===== config.mk =====
export PLATFORM = sky130hd
export DESIGN_NAME = bp_be_dcache_req_encoder_flat
export DESIGN_NICKNAME = d
export VERILOG_FILES = /design/src/rtl/bp_be_dcache_req_encoder_pkg.sv /design/src/rtl/bp_be_dcache_req_encoder_if.sv /design/src/rtl/bp_be_dcache_req_fifo.sv /design/src/rtl/bp_be_dcache_req_encoder.sv /design/src/flat_wrapper.sv
export SDC_FILE = /design/constraint.sdc
export NUM_CORES = 1
export LEC_CHECK = 0
export CAP_MARGIN = 20
export CORE_MARGIN = 2
export CORE_UTILIZATION = 54
export DETAILED_ROUTE_END_ITERATION = 7
export DONT_BUFFER_PORTS = 1
export PLACE_DENSITY = 0.69
export SYNTH_ARGS = -nofsm -noshare
export SYNTH_HDL_FRONTEND = slang
export SYNTH_SLANG_ARGS = --single-unit
export TNS_END_PERCENT = 20

===== constraint.sdc =====
create_clock -name clk_i -period 2.91 [get_ports clk_i]
set_clock_uncertainty 0.2 [all_clocks]
set_input_delay 0.582 -clock clk_i [delete_from_list [all_inputs] [get_ports clk_i]]
set_output_delay 0.582 -clock clk_i [all_outputs]
set_load 0.02 [all_outputs]

===== src/rtl/bp_be_dcache_req_encoder_pkg.sv =====
// Purpose: shared types and helpers for the LSU-side D$ request encoder.
// Latency: n/a (types and pure functions only).
// Backpressure: n/a.
// Contents: opcode enum, access-size enum, decoded LSU request struct, encode/check/replicate functions.
package bp_be_dcache_req_encoder_pkg;

  localparam int vaddr_width_gp       = 39;
  localparam int page_offset_width_gp = 12;
  localparam int dword_width_gp       = 64;
  localparam int opcode_width_gp      = 4;

  typedef enum logic [3:0] {
    e_dcache_op_lb  = 4'b0000,
    e_dcache_op_lh  = 4'b0001,
    e_dcache_op_lw  = 4'b0010,
    e_dcache_op_ld  = 4'b0011,
    e_dcache_op_lbu = 4'b0100,
    e_dcache_op_lhu = 4'b0101,
    e_dcache_op_lwu = 4'b0110,
    e_dcache_op_lrw = 4'b0111,
    e_dcache_op_sb  = 4'b1000,
    e_dcache_op_sh  = 4'b1001,
    e_dcache_op_sw  = 4'b1010,
    e_dcache_op_sd  = 4'b1011,
    e_dcache_op_scw = 4'b1100,
    e_dcache_op_lrd = 4'b1101,
    e_dcache_op_scd = 4'b1110
  } bp_be_dcache_opcode_e;

  typedef enum logic [1:0] {
    e_size_b = 2'd0,
    e_size_h = 2'd1,
    e_size_w = 2'd2,
    e_size_d = 2'd3
  } bp_be_dcache_size_e;

  typedef struct packed {
    logic                      store;
    logic                      sign_ext;
    bp_be_dcache_size_e        size;
    logic                      lr;
    logic                      sc;
    logic [vaddr_width_gp-1:0] vaddr;
    logic [dword_width_gp-1:0] data;
  } bp_be_dcache_lsu_req_s;

  // SC/LR take priority over plain store/load; an unsigned D load has no
  // zero-extending variant, so it maps onto ld.
  function automatic bp_be_dcache_opcode_e encode_opcode(input bp_be_dcache_lsu_req_s req);
    bp_be_dcache_opcode_e op;
    op = e_dcache_op_ld;
    if (req.sc) begin
      op = (req.size == e_size_d) ? e_dcache_op_scd : e_dcache_op_scw;
    end else if (req.lr) begin
      op = (req.size == e_size_d) ? e_dcache_op_lrd : e_dcache_op_lrw;
    end else if (req.store) begin
      case (req.size)
        e_size_b: op = e_dcache_op_sb;
        e_size_h: op = e_dcache_op_sh;
        e_size_w: op = e_dcache_op_sw;
        default:  op = e_dcache_op_sd;
      endcase
    end else if (req.sign_ext) begin
      case (req.size)
        e_size_b: op = e_dcache_op_lb;
        e_size_h: op = e_dcache_op_lh;
        e_size_w: op = e_dcache_op_lw;
        default:  op = e_dcache_op_ld;
      endcase
    end else begin
      case (req.size)
        e_size_b: op = e_dcache_op_lbu;
        e_size_h: op = e_dcache_op_lhu;
        e_size_w: op = e_dcache_op_lwu;
        default:  op = e_dcache_op_ld;
      endcase
    end
    return op;
  endfunction

  function automatic logic is_illegal(input bp_be_dcache_lsu_req_s req);
    return (req.lr & req.sc)
         | (req.lr & req.store)
         | (req.sc & ~req.store)
         | ((req.lr | req.sc) & ((req.size == e_size_b) | (req.size == e_size_h)));
  endfunction

  function automatic logic is_misaligned(input bp_be_dcache_lsu_req_s req);
    logic mis;
    case (req.size)
      e_size_h: mis = req.vaddr[0];
      e_size_w: mis = |req.vaddr[1:0];
      e_size_d: mis = |req.vaddr[2:0];
      default:  mis = 1'b0;
    endcase
    return mis;
  endfunction

  // Replicate the low bytes across the dword so the D$ can pick byte lanes
  // by page offset without a shifter.
  function automatic logic [dword_width_gp-1:0] replicate_data(input bp_be_dcache_size_e size,
                                                               input logic [dword_width_gp-1:0] data);
    logic [dword_width_gp-1:0] rep;
    case (size)
      e_size_b: rep = {8{data[7:0]}};
      e_size_h: rep = {4{data[15:0]}};
      e_size_w: rep = {2{data[31:0]}};
      default:  rep = data;
    endcase
    return rep;
  endfunction

endpackage


===== src/rtl/bp_be_dcache_req_encoder_if.sv =====
// Purpose: bundles the LSU request side, D$ packet side, SC completion, flush and exception outputs.
// Latency: n/a (wiring only).
// Backpressure: lsu_ready_o toward the pipe, dcache_pkt_ready_i from the D$.
// Modports: slave = encoder view, master = environment (pipe + D$) view.
interface bp_be_dcache_req_encoder_if #(
  parameter int vaddr_width_p       = 39,
  parameter int page_offset_width_p = 12,
  parameter int dword_width_p       = 64
);
  localparam int pkt_width_lp = 4 + page_offset_width_p + dword_width_p;

  logic                     flush_i;
  logic                     lsu_v_i;
  logic                     lsu_ready_o;
  logic                     lsu_store_i;
  logic                     lsu_signed_i;
  logic [1:0]               lsu_size_i;
  logic                     lsu_lr_i;
  logic                     lsu_sc_i;
  logic [vaddr_width_p-1:0] lsu_vaddr_i;
  logic [dword_width_p-1:0] lsu_data_i;
  logic                     dcache_pkt_v_o;
  logic                     dcache_pkt_ready_i;
  logic [pkt_width_lp-1:0]  dcache_pkt_o;
  logic                     sc_done_i;
  logic                     misalign_v_o;
  logic                     illegal_v_o;
  logic [vaddr_width_p-1:0] exc_vaddr_o;

  modport slave (
    input  flush_i, lsu_v_i, lsu_store_i, lsu_signed_i, lsu_size_i, lsu_lr_i, lsu_sc_i,
           lsu_vaddr_i, lsu_data_i, dcache_pkt_ready_i, sc_done_i,
    output lsu_ready_o, dcache_pkt_v_o, dcache_pkt_o, misalign_v_o, illegal_v_o, exc_vaddr_o
  );

  modport master (
    output flush_i, lsu_v_i, lsu_store_i, lsu_signed_i, lsu_size_i, lsu_lr_i, lsu_sc_i,
           lsu_vaddr_i, lsu_data_i, dcache_pkt_ready_i, sc_done_i,
    input  lsu_ready_o, dcache_pkt_v_o, dcache_pkt_o, misalign_v_o, illegal_v_o, exc_vaddr_o
  );

endinterface


===== src/rtl/bp_be_dcache_req_fifo.sv =====
// Purpose: 2-entry packet queue between the encoder and the D$ packet port.
// Latency: 1 cycle from enqueue to v_o.
// Backpressure: ready_o low when both entries are occupied; clear_i empties the queue at the edge.
// Ports: clk_i, reset_n_i, clear_i; v_i/ready_o/data_i in; v_o/ready_i/data_o out.
module bp_be_dcache_req_fifo #(
  parameter int width_p = 80
) (
  input  logic               clk_i,
  input  logic               reset_n_i,
  input  logic               clear_i,
  input  logic               v_i,
  output logic               ready_o,
  input  logic [width_p-1:0] data_i,
  output logic               v_o,
  input  logic               ready_i,
  output logic [width_p-1:0] data_o
);

  logic [width_p-1:0] mem [2];
  logic               rd_ptr;
  logic               wr_ptr;
  logic [1:0]         count;
  logic               enq;
  logic               deq;

  assign ready_o = (count != 2'd2);
  assign v_o     = (count != 2'd0);
  assign data_o  = mem[rd_ptr];
  assign enq     = v_i & ready_o;
  assign deq     = v_o & ready_i;

  always_ff @(posedge clk_i or negedge reset_n_i) begin
    if (!reset_n_i) begin
      for (int i = 0; i < 2; i++) mem[i] <= '0;
      rd_ptr <= 1'b0;
      wr_ptr <= 1'b0;
      count  <= 2'd0;
    end else if (clear_i) begin
      rd_ptr <= 1'b0;
      wr_ptr <= 1'b0;
      count  <= 2'd0;
    end else begin
      if (enq) begin
        mem[wr_ptr] <= data_i;
        wr_ptr      <= ~wr_ptr;
      end
      if (deq) rd_ptr <= ~rd_ptr;
      case ({enq, deq})
        2'b10:   count <= count + 2'd1;
        2'b01:   count <= count - 2'd1;
        default: count <= count;
      endcase
    end
  end

endmodule


===== src/rtl/bp_be_dcache_req_encoder.sv =====
// Purpose: encodes decoded LSU memory requests into D$ packets {opcode, page_offset, data}.
// Latency: 1 cycle from accepted request to dcache_pkt_v_o; exception pulses 1 cycle after accept.
// Backpressure: lsu_ready_o low when the queue is full, an SC result is outstanding, or flush_i.
// Ports: clk_i, reset_n_i (async active-low), io (bp_be_dcache_req_encoder_if.slave).
// Build option: BP_BE_DCACHE_REQ_MISALIGN_CHECK_EN enables the alignment check; without it
// misaligned requests are issued unchanged and misalign_v_o stays 0.
module bp_be_dcache_req_encoder
  import bp_be_dcache_req_encoder_pkg::*;
#(
  parameter int vaddr_width_p       = 39,
  parameter int page_offset_width_p = 12,
  parameter int dword_width_p       = 64
) (
  input  logic clk_i,
  input  logic reset_n_i,
  bp_be_dcache_req_encoder_if.slave io
);

  localparam int pkt_width_lp = 4 + page_offset_width_p + dword_width_p;

  bp_be_dcache_lsu_req_s    req;
  logic                     illegal;
  logic                     misalign;
  logic                     accept;
  logic                     enq;
  logic [3:0]               opcode;
  logic [pkt_width_lp-1:0]  fifo_data_li;
  logic [pkt_width_lp-1:0]  fifo_data_lo;
  logic                     fifo_ready;
  logic                     fifo_v;
  logic                     sc_pending_q;
  logic                     illegal_q;
  logic                     misalign_q;
  logic [vaddr_width_p-1:0] exc_vaddr_q;

  always_comb begin
    req          = '0;
    req.store    = io.lsu_store_i;
    req.sign_ext = io.lsu_signed_i;
    req.size     = bp_be_dcache_size_e'(io.lsu_size_i);
    req.lr       = io.lsu_lr_i;
    req.sc       = io.lsu_sc_i;
    req.vaddr    = io.lsu_vaddr_i;
    req.data     = io.lsu_data_i;
  end

  assign illegal = is_illegal(req);

`ifdef BP_BE_DCACHE_REQ_MISALIGN_CHECK_EN
  // An illegal request reports only the illegal pulse.
  assign misalign = is_misaligned(req) & ~illegal;
`else
  assign misalign = 1'b0;
`endif

  // Ready is forced low in reset so nothing is accepted before the queue is live.
  assign io.lsu_ready_o = reset_n_i & fifo_ready & ~sc_pending_q & ~io.flush_i;
  assign accept         = io.lsu_v_i & io.lsu_ready_o;
  assign enq            = accept & ~illegal & ~misalign;

  assign opcode       = encode_opcode(req);
  assign fifo_data_li = {opcode,
                         req.vaddr[page_offset_width_p-1:0],
                         replicate_data(req.size, req.data)};

  bp_be_dcache_req_fifo #(
    .width_p(pkt_width_lp)
  ) req_fifo (
    .clk_i    (clk_i),
    .reset_n_i(reset_n_i),
    .clear_i  (io.flush_i),
    .v_i      (enq),
    .ready_o  (fifo_ready),
    .data_i   (fifo_data_li),
    .v_o      (fifo_v),
    .ready_i  (io.dcache_pkt_ready_i),
    .data_o   (fifo_data_lo)
  );

  // Set has priority over sc_done_i; a stray sc_done_i with nothing pending is a no-op.
  always_ff @(posedge clk_i or negedge reset_n_i) begin
    if (!reset_n_i) begin
      sc_pending_q <= 1'b0;
    end else if (io.flush_i) begin
      sc_pending_q <= 1'b0;
    end else if (enq & req.sc) begin
      sc_pending_q <= 1'b1;
    end else if (io.sc_done_i) begin
      sc_pending_q <= 1'b0;
    end
  end

  // Flush drops ready, so a request presented in a flush cycle never raises a pulse.
  always_ff @(posedge clk_i or negedge reset_n_i) begin
    if (!reset_n_i) begin
      illegal_q   <= 1'b0;
      misalign_q  <= 1'b0;
      exc_vaddr_q <= '0;
    end else begin
      illegal_q  <= accept & illegal;
      misalign_q <= accept & misalign;
      if (accept & (illegal | misalign)) exc_vaddr_q <= io.lsu_vaddr_i;
    end
  end

  assign io.dcache_pkt_v_o = fifo_v;
  assign io.dcache_pkt_o   = fifo_v ? fifo_data_lo : '0;
  assign io.illegal_v_o    = illegal_q;
  assign io.misalign_v_o   = misalign_q;
  assign io.exc_vaddr_o    = exc_vaddr_q;

endmodule


===== src/flat_wrapper.sv =====
// flat-port wrapper written by rule: the top's interface ports become plain ports
module bp_be_dcache_req_encoder_flat import bp_be_dcache_req_encoder_pkg::*;
#(
  parameter int vaddr_width_p       = 39,
  parameter int page_offset_width_p = 12,
  parameter int dword_width_p       = 64
)
  (clk_i, reset_n_i, io_flush_i, io_lsu_v_i, io_lsu_store_i, io_lsu_signed_i, io_lsu_size_i, io_lsu_lr_i, io_lsu_sc_i, io_lsu_vaddr_i, io_lsu_data_i, io_dcache_pkt_ready_i, io_sc_done_i, io_lsu_ready_o, io_dcache_pkt_v_o, io_dcache_pkt_o, io_misalign_v_o, io_illegal_v_o, io_exc_vaddr_o);
  bp_be_dcache_req_encoder_if #(.vaddr_width_p(vaddr_width_p), .page_offset_width_p(page_offset_width_p), .dword_width_p(dword_width_p)) io_i ();
  input  logic clk_i;
  input  logic reset_n_i;
  input wire logic [$bits(io_i.flush_i)-1:0] io_flush_i;
  input wire logic [$bits(io_i.lsu_v_i)-1:0] io_lsu_v_i;
  input wire logic [$bits(io_i.lsu_store_i)-1:0] io_lsu_store_i;
  input wire logic [$bits(io_i.lsu_signed_i)-1:0] io_lsu_signed_i;
  input wire logic [$bits(io_i.lsu_size_i)-1:0] io_lsu_size_i;
  input wire logic [$bits(io_i.lsu_lr_i)-1:0] io_lsu_lr_i;
  input wire logic [$bits(io_i.lsu_sc_i)-1:0] io_lsu_sc_i;
  input wire logic [$bits(io_i.lsu_vaddr_i)-1:0] io_lsu_vaddr_i;
  input wire logic [$bits(io_i.lsu_data_i)-1:0] io_lsu_data_i;
  input wire logic [$bits(io_i.dcache_pkt_ready_i)-1:0] io_dcache_pkt_ready_i;
  input wire logic [$bits(io_i.sc_done_i)-1:0] io_sc_done_i;
  output wire logic [$bits(io_i.lsu_ready_o)-1:0] io_lsu_ready_o;
  output wire logic [$bits(io_i.dcache_pkt_v_o)-1:0] io_dcache_pkt_v_o;
  output wire logic [$bits(io_i.dcache_pkt_o)-1:0] io_dcache_pkt_o;
  output wire logic [$bits(io_i.misalign_v_o)-1:0] io_misalign_v_o;
  output wire logic [$bits(io_i.illegal_v_o)-1:0] io_illegal_v_o;
  output wire logic [$bits(io_i.exc_vaddr_o)-1:0] io_exc_vaddr_o;
  assign io_i.flush_i = io_flush_i;
  assign io_i.lsu_v_i = io_lsu_v_i;
  assign io_i.lsu_store_i = io_lsu_store_i;
  assign io_i.lsu_signed_i = io_lsu_signed_i;
  assign io_i.lsu_size_i = io_lsu_size_i;
  assign io_i.lsu_lr_i = io_lsu_lr_i;
  assign io_i.lsu_sc_i = io_lsu_sc_i;
  assign io_i.lsu_vaddr_i = io_lsu_vaddr_i;
  assign io_i.lsu_data_i = io_lsu_data_i;
  assign io_i.dcache_pkt_ready_i = io_dcache_pkt_ready_i;
  assign io_i.sc_done_i = io_sc_done_i;
  assign io_lsu_ready_o = io_i.lsu_ready_o;
  assign io_dcache_pkt_v_o = io_i.dcache_pkt_v_o;
  assign io_dcache_pkt_o = io_i.dcache_pkt_o;
  assign io_misalign_v_o = io_i.misalign_v_o;
  assign io_illegal_v_o = io_i.illegal_v_o;
  assign io_exc_vaddr_o = io_i.exc_vaddr_o;
  bp_be_dcache_req_encoder #(.vaddr_width_p(vaddr_width_p), .page_offset_width_p(page_offset_width_p), .dword_width_p(dword_width_p)) u_core (.clk_i(clk_i), .reset_n_i(reset_n_i), .io(io_i));
endmodule

Word level (Yosys, flattened, before mapping)

Cells that the tools add are included.

Output and inout bits: 123
Bits in registers: 205

Bitwise gates (word level): 26
Magnitude comparators: 3
Multiplexer cells: 26
Reduce and logical (&&, ||, !) cells: 8
Equality and inequality tests: 6
Add/sub/neg operators: 2

Operator list:

| operator                                                                     | number |
|---|---|
| 80-bit two-way mux                                                           | 5 |
| 64-bit case mux with 3 select lines                                          | 1 |
| 160-bit bitwise mux                                                          | 1 |
| 80-bit demux with 1-bit select                                               | 1 |
| 4-bit two-way mux                                                            | 5 |
| 1-bit bitwise AND                                                            | 13 |
| 2-bit case mux with 3 select lines                                           | 2 |
| 3-bit case mux with 3 select lines                                           | 1 |
| 1-bit two-way mux                                                            | 7 |
| 2-bit == test, second input constant                                         | 3 |
| 1-bit inverter                                                               | 6 |
| 2-bit nonzero test                                                           | 3 |
| 3-bit nonzero test                                                           | 2 |
| 1-bit OR                                                                     | 5 |
| 2-bit by 1-bit == test with 1-bit output, second input constant              | 2 |
| 2-bit greater-or-equal comparator, second input constant                     | 2 |
| 2-bit two-way mux                                                            | 2 |
| 1-bit inverter with 2-bit output                                             | 2 |
| 2-bit case mux with 2 select lines                                           | 1 |
| 2-bit by 1-bit adder with 2-bit output, second input constant                | 1 |
| 2-bit zero test                                                              | 1 |
| 2-bit by 1-bit less-than comparator with 1-bit output, second input constant | 1 |
| 2-bit inequality test, second input constant                                 | 1 |
| 2-bit AND reduction                                                          | 1 |
| 2 further kinds                                                              | 2 |

Depth between registers and ports, before layout

Depth after elaboration: 10
Gate-level depth with buffers: 7

Modules after synthesis

A second synthesis with hierarchy kept.

Cell total of the unflattened synthesis: 772
Area, all modules: 10186.0 um^2

Modules (own cells, without submodules):

| module                   | area an instance (um^2) | seq. area each (um^2) | times used | cells each |
|---|---|---|---|---|
| bp_be_dcache_req_fifo    | 7076.8                  | 4103.9                | 1          | 450 |
| bp_be_dcache_req_encoder | 3109.2                  | 1026.0                | 1          | 322 |

Least setup slack after synthesis

Ideal clock, no wire load.

Path type: input port to flip-flop
From: input port io_flush_i
To: register u_core.req_fifo.mem[112] (netlist bit)
Path buffers: 2
Required time: 2.585 ns
Library setup time: 0.125 ns
Cell stages on the path: 6
Arrival: 1.946 ns
Path slack: 0.640 ns
Cells stage by stage: nand2b_1 nor4b_4 nor3b_1 buf_2 buf_4 mux2_2

Cells in the longest elaborated chain, start to end: 6

Ends and longest elaborated chain:

| item                                     | RTL line                       | RTL |
|---|---|---|
| from (decl)                              | flat_wrapper.sv:12             | `input wire logic [$bits(io_i.flush_i)-1:0] io_flush_i;` |
| 1-bit inverter (no source line) (*)      | n/a                            |  |
| 1-bit bitwise AND                        | bp_be_dcache_req_encoder.sv:57 | `assign io.lsu_ready_o = reset_n_i & fifo_ready & ~sc_pending_q & ~io.flush_i;` |
| 1-bit bitwise AND                        | bp_be_dcache_req_encoder.sv:58 | `assign accept = io.lsu_v_i & io.lsu_ready_o;` |
| 1-bit bitwise AND                        | bp_be_dcache_req_encoder.sv:59 | `assign enq = accept & ~illegal & ~misalign;` |
| 1-bit bitwise AND                        | bp_be_dcache_req_fifo.sv:29    | `assign enq = v_i & ready_o;` |
| 2-bit AND reduction (no source line) (*) | n/a                            |  |
| to (signal, indexed assignment)          | bp_be_dcache_req_fifo.sv:44    | `mem[wr_ptr] <= data_i;` |
| to (decl)                                | bp_be_dcache_req_fifo.sv:19    | `logic [width_p-1:0] mem [2];` |

Every way passes the cells marked *; elsewhere a longest branch is shown, timed or not.
A chain may end at the register's enable or synchronous reset.

Worst setup path in the final report

From: register u_core.req_fifo.rd_ptr
To: output port io_dcache_pkt_o[60]

Cells in the longest elaborated chain, start to end: 5

Ends and longest elaborated chain:

| item                                                   | RTL line                        | RTL |
|---|---|---|
| from (decl)                                            | bp_be_dcache_req_fifo.sv:20     | `logic rd_ptr;` |
| from (signal assigned)                                 | bp_be_dcache_req_fifo.sv:47     | `if (deq) rd_ptr <= ~rd_ptr;` |
| 1-bit inverter with 2-bit output (implied by the code) | bp_be_dcache_req_fifo.sv:28     | `assign data_o = mem[rd_ptr];` |
| 80-bit two-way mux (implied by the code) (3 in a row)  | bp_be_dcache_req_fifo.sv:28     |  |
| 80-bit two-way mux                                     | bp_be_dcache_req_encoder.sv:107 | `assign io.dcache_pkt_o = fifo_v ? fifo_data_lo : '0;` |
| to (decl)                                              | flat_wrapper.sv:25              | `output wire logic [$bits(io_i.dcache_pkt_o)-1:0] io_dcache_pkt_o;` |

Every way passes these cells. The select of a mux whose other input is x is not followed.

==> metrics.txt <==
gpl congestion=0.828; post-detail-place hpwl=16300 um; WP data arrival=1.94 ns; port buffer count=0; layout cells sized above 1=16.3%; IR drop worst, VDD=0.447 mV; Reg-to-Reg Start=u_core.req_fifo.count[1]; Setup CP Type=flip-flop to primary output; Root Buffer=clkbuf_16; Synth area leaders=dfrtp_1 (52%), mux2_1 (20%), mux2i_1 (11%); WL final=23500 um; vias in the first global route=6483; Synthesis Warnings=0; TritonCTS buffer count=22; DRT antenna net count=0; DR vias=6043; Yosys reg bits=205; status=complete, but fails checks; initial antenna violation count=0; drt pass-1 iters=4; Pins Over Slew Limit=0; final core occ=61.3%; count leader, synth=dfrtp_1; maxcap violations=0; Detailed Route Iter0 Violations=276; all-layer global routing usage=23.8%; Die Wd=139 um; first-pass GRT wire length=36500 um; Worst setup EP type=primary output; # IOs=238; Final #Nets=902; Worst-Margin Slew=0.701 ns; Initial Util=54.9%; Layout area overhead=11.7%; H-Tree Depth=1; setup TNS=0 ns; Core ar.=0.0179 mm2; Post-synth top cells=dfrtp_1 (205), mux2_1 (172), mux2i_1 (107); Clock Latency Late Sink=0.50 ns; CP startpoint=u_core.req_fifo.rd_ptr; largest net degree at the start of global routing=207; final hold vios=205; Die Ht=139 um; violated checks=hold timing; Hold WS=-0.417 ns; share of flip-flops with an asynchronous set or reset=100%; Post-synth EDFFs=0; Setup violations, final=0; area of the mapped netlist=0.00983 mm2; num rows=49; # DRC=0; clock buffer depth=3; part of the Yosys area used for sequential elements=52.2%; diodes inserted=0; Leak Pwr=4.94 nW; total congestion overflow=0; Synth Instances=775; syn nets=890; PwrDens=703 mW/mm2; vias per cell=5.86; clock sinks=205; WP data required=2.13 ns; RSZ-0062 raised after global routing=no; CTS tree=built; Synth cell types=27; die area=0.0193 mm2; critical path startpoint category=flip-flop; Slew HR=52.9%; Final min period=2.72 ns; min-delay worst type=input pin to asynchronous set/reset pin; dominant synthesized flop cell=dfrtp_1; syn avg cell area=12.7 um2; Max Fclk=368 MHz; top cell type's share of synthesized area=52.2%; CTS clk-pin slew, worst paths=0.06 ns; Worst Path Max Fanout=15; leading area contributor after synthesis=dfrtp_1; crit share post-route=93.4%; Avg WL per Cell=22.8 um
placed cells by master, fill, tap and decap left out:
cell           synthesis  layout
a211oi_1               8       8
a21o_1                 1       1
a21oi_1               36      36
a22oi_1                1       1
a311oi_1               1       1
and2_1                 1       1
buf_12                 0       6
buf_4                  9      30
buf_8                  0       1
clkbuf_1              24       1
clkbuf_16              0      23
clkbuf_8               0       3
clkinv_2               0       8
clkinv_4               0       1
clkinvlp_4             0       3
conb_1                 1       1
dfrtp_1              205     204
dfrtp_4                0       1
dlygate4sd3_1          0       2
inv_1                 13      13
mux2_1               172     172
mux2_2                50      50
mux2i_1              107     107
nand2_1                6       5
nand2_2                0       1
nand2b_1               5       5
nand3_1                3       2
nand3_4                0       1
nor2_1                97      96
nor2_4                 0       1
nor2b_1               10      10
nor3_1                 1       1
nor3b_2                0       1
nor4b_4                1       1
o21bai_1               2       2
o221ai_1               1       1
xor2_1                 1       1
final timing paths:
check	end	slack [ns]	cells after the start
min in group clk_i	u_core.io.exc_vaddr_o[14]	0.01	1
setup reg to reg	u_core.req_fifo.mem[123]	0.56	5
max in group asynchronous	u_core.req_fifo.mem[14]	2.56	0
setup / recovery	io_dcache_pkt_o[60]	0.19	3
hold / removal	u_core.req_fifo.mem[146]	-0.42	0
hold reg to reg	u_core.req_fifo.mem[135]	0.28	1
sequential cells by signal, summed over array words and instances, names as in the netlist:
signal                  count
u_core.req_fifo.count       2
u_core.sc_pending_q         1
u_core.io.illegal_v_o       1
u_core.io.exc_vaddr_o      39
u_core.req_fifo.wr_ptr      1
u_core.req_fifo.mem       160
u_core.req_fifo.rd_ptr      1
timing repair:
item | in CTS | in global routing
gates resized for setup | 0 | 0
hold buffers | 1 | 1
setup endpoints to repair | 8 | 0
endpoints found under the hold margin | 207 | 206
setup buffers | 1 | 0
stage by stage:
stage	cell area [um2]	setup WS (ns)	cells	total power [mW]
after detailed placement	10300	0.494	989	5.14
after CTS	11000	0.179	1030	7.78
after global routing	11000	0.107	1031	8.08
after floorplan	9830	0.640	775	4.81
final	11000	0.191	1031	7.71
after global placement	10300	0.521	989	5.03
routing by layer:
| metal | track usage, % | vias up | routed length [um] |
|---|---|---|---|
| met5 | 0 | - | 0 |
| met4 | 7.81 | 0 | 706 |
| met3 | 5.32 | 42 | 1480 |
| met2 | 38.7 | 190 | 11200 |
| met1 | 32.2 | 3071 | 10100 |
| li1 | - | 2740 | - |
where the power goes:
group | internal, mW | total (mW) | leakage [nW] | switching, mW
combinational | 0.585 | 1.10 | 2.02 | 0.518
sequential | 3.48 | 3.99 | 2.58 | 0.510
clock | 1.52 | 2.63 | 0.342 | 1.11
final cells by class:
| type | instances | area (um2) |
|---|---|---|
| flip-flops and latches | 205 | 5130 |
| clock buffers | 27 | 621 |
| repair buffers | 39 | 380 |
| well taps | 229 | 287 |
| clock inverters | 12 | 71.3 |
| inverters | 13 | 48.8 |
| fillers | 1392 | 6920 |
| multi-input cells | 506 | 4440 |
worst max-delay path: stages (launching register included):
cell	delay, ns
dfrtp_4	0.62
buf_4	0.33
mux2i_1	0.13
nor2_1	0.35
logic make-up after synthesis:
kind of cell              share of synthesized area, %
muxes                                             36.3
DFF                                               52.2
and+or+nand+nor                                   5.47
buffers and inverters                             2.98
AOI/OAI and AO/OA                                 2.93
xor gates and xnor gates                        0.0891
other                                           0.0381
No activity file was read; power rests on OpenSTA's default activity.
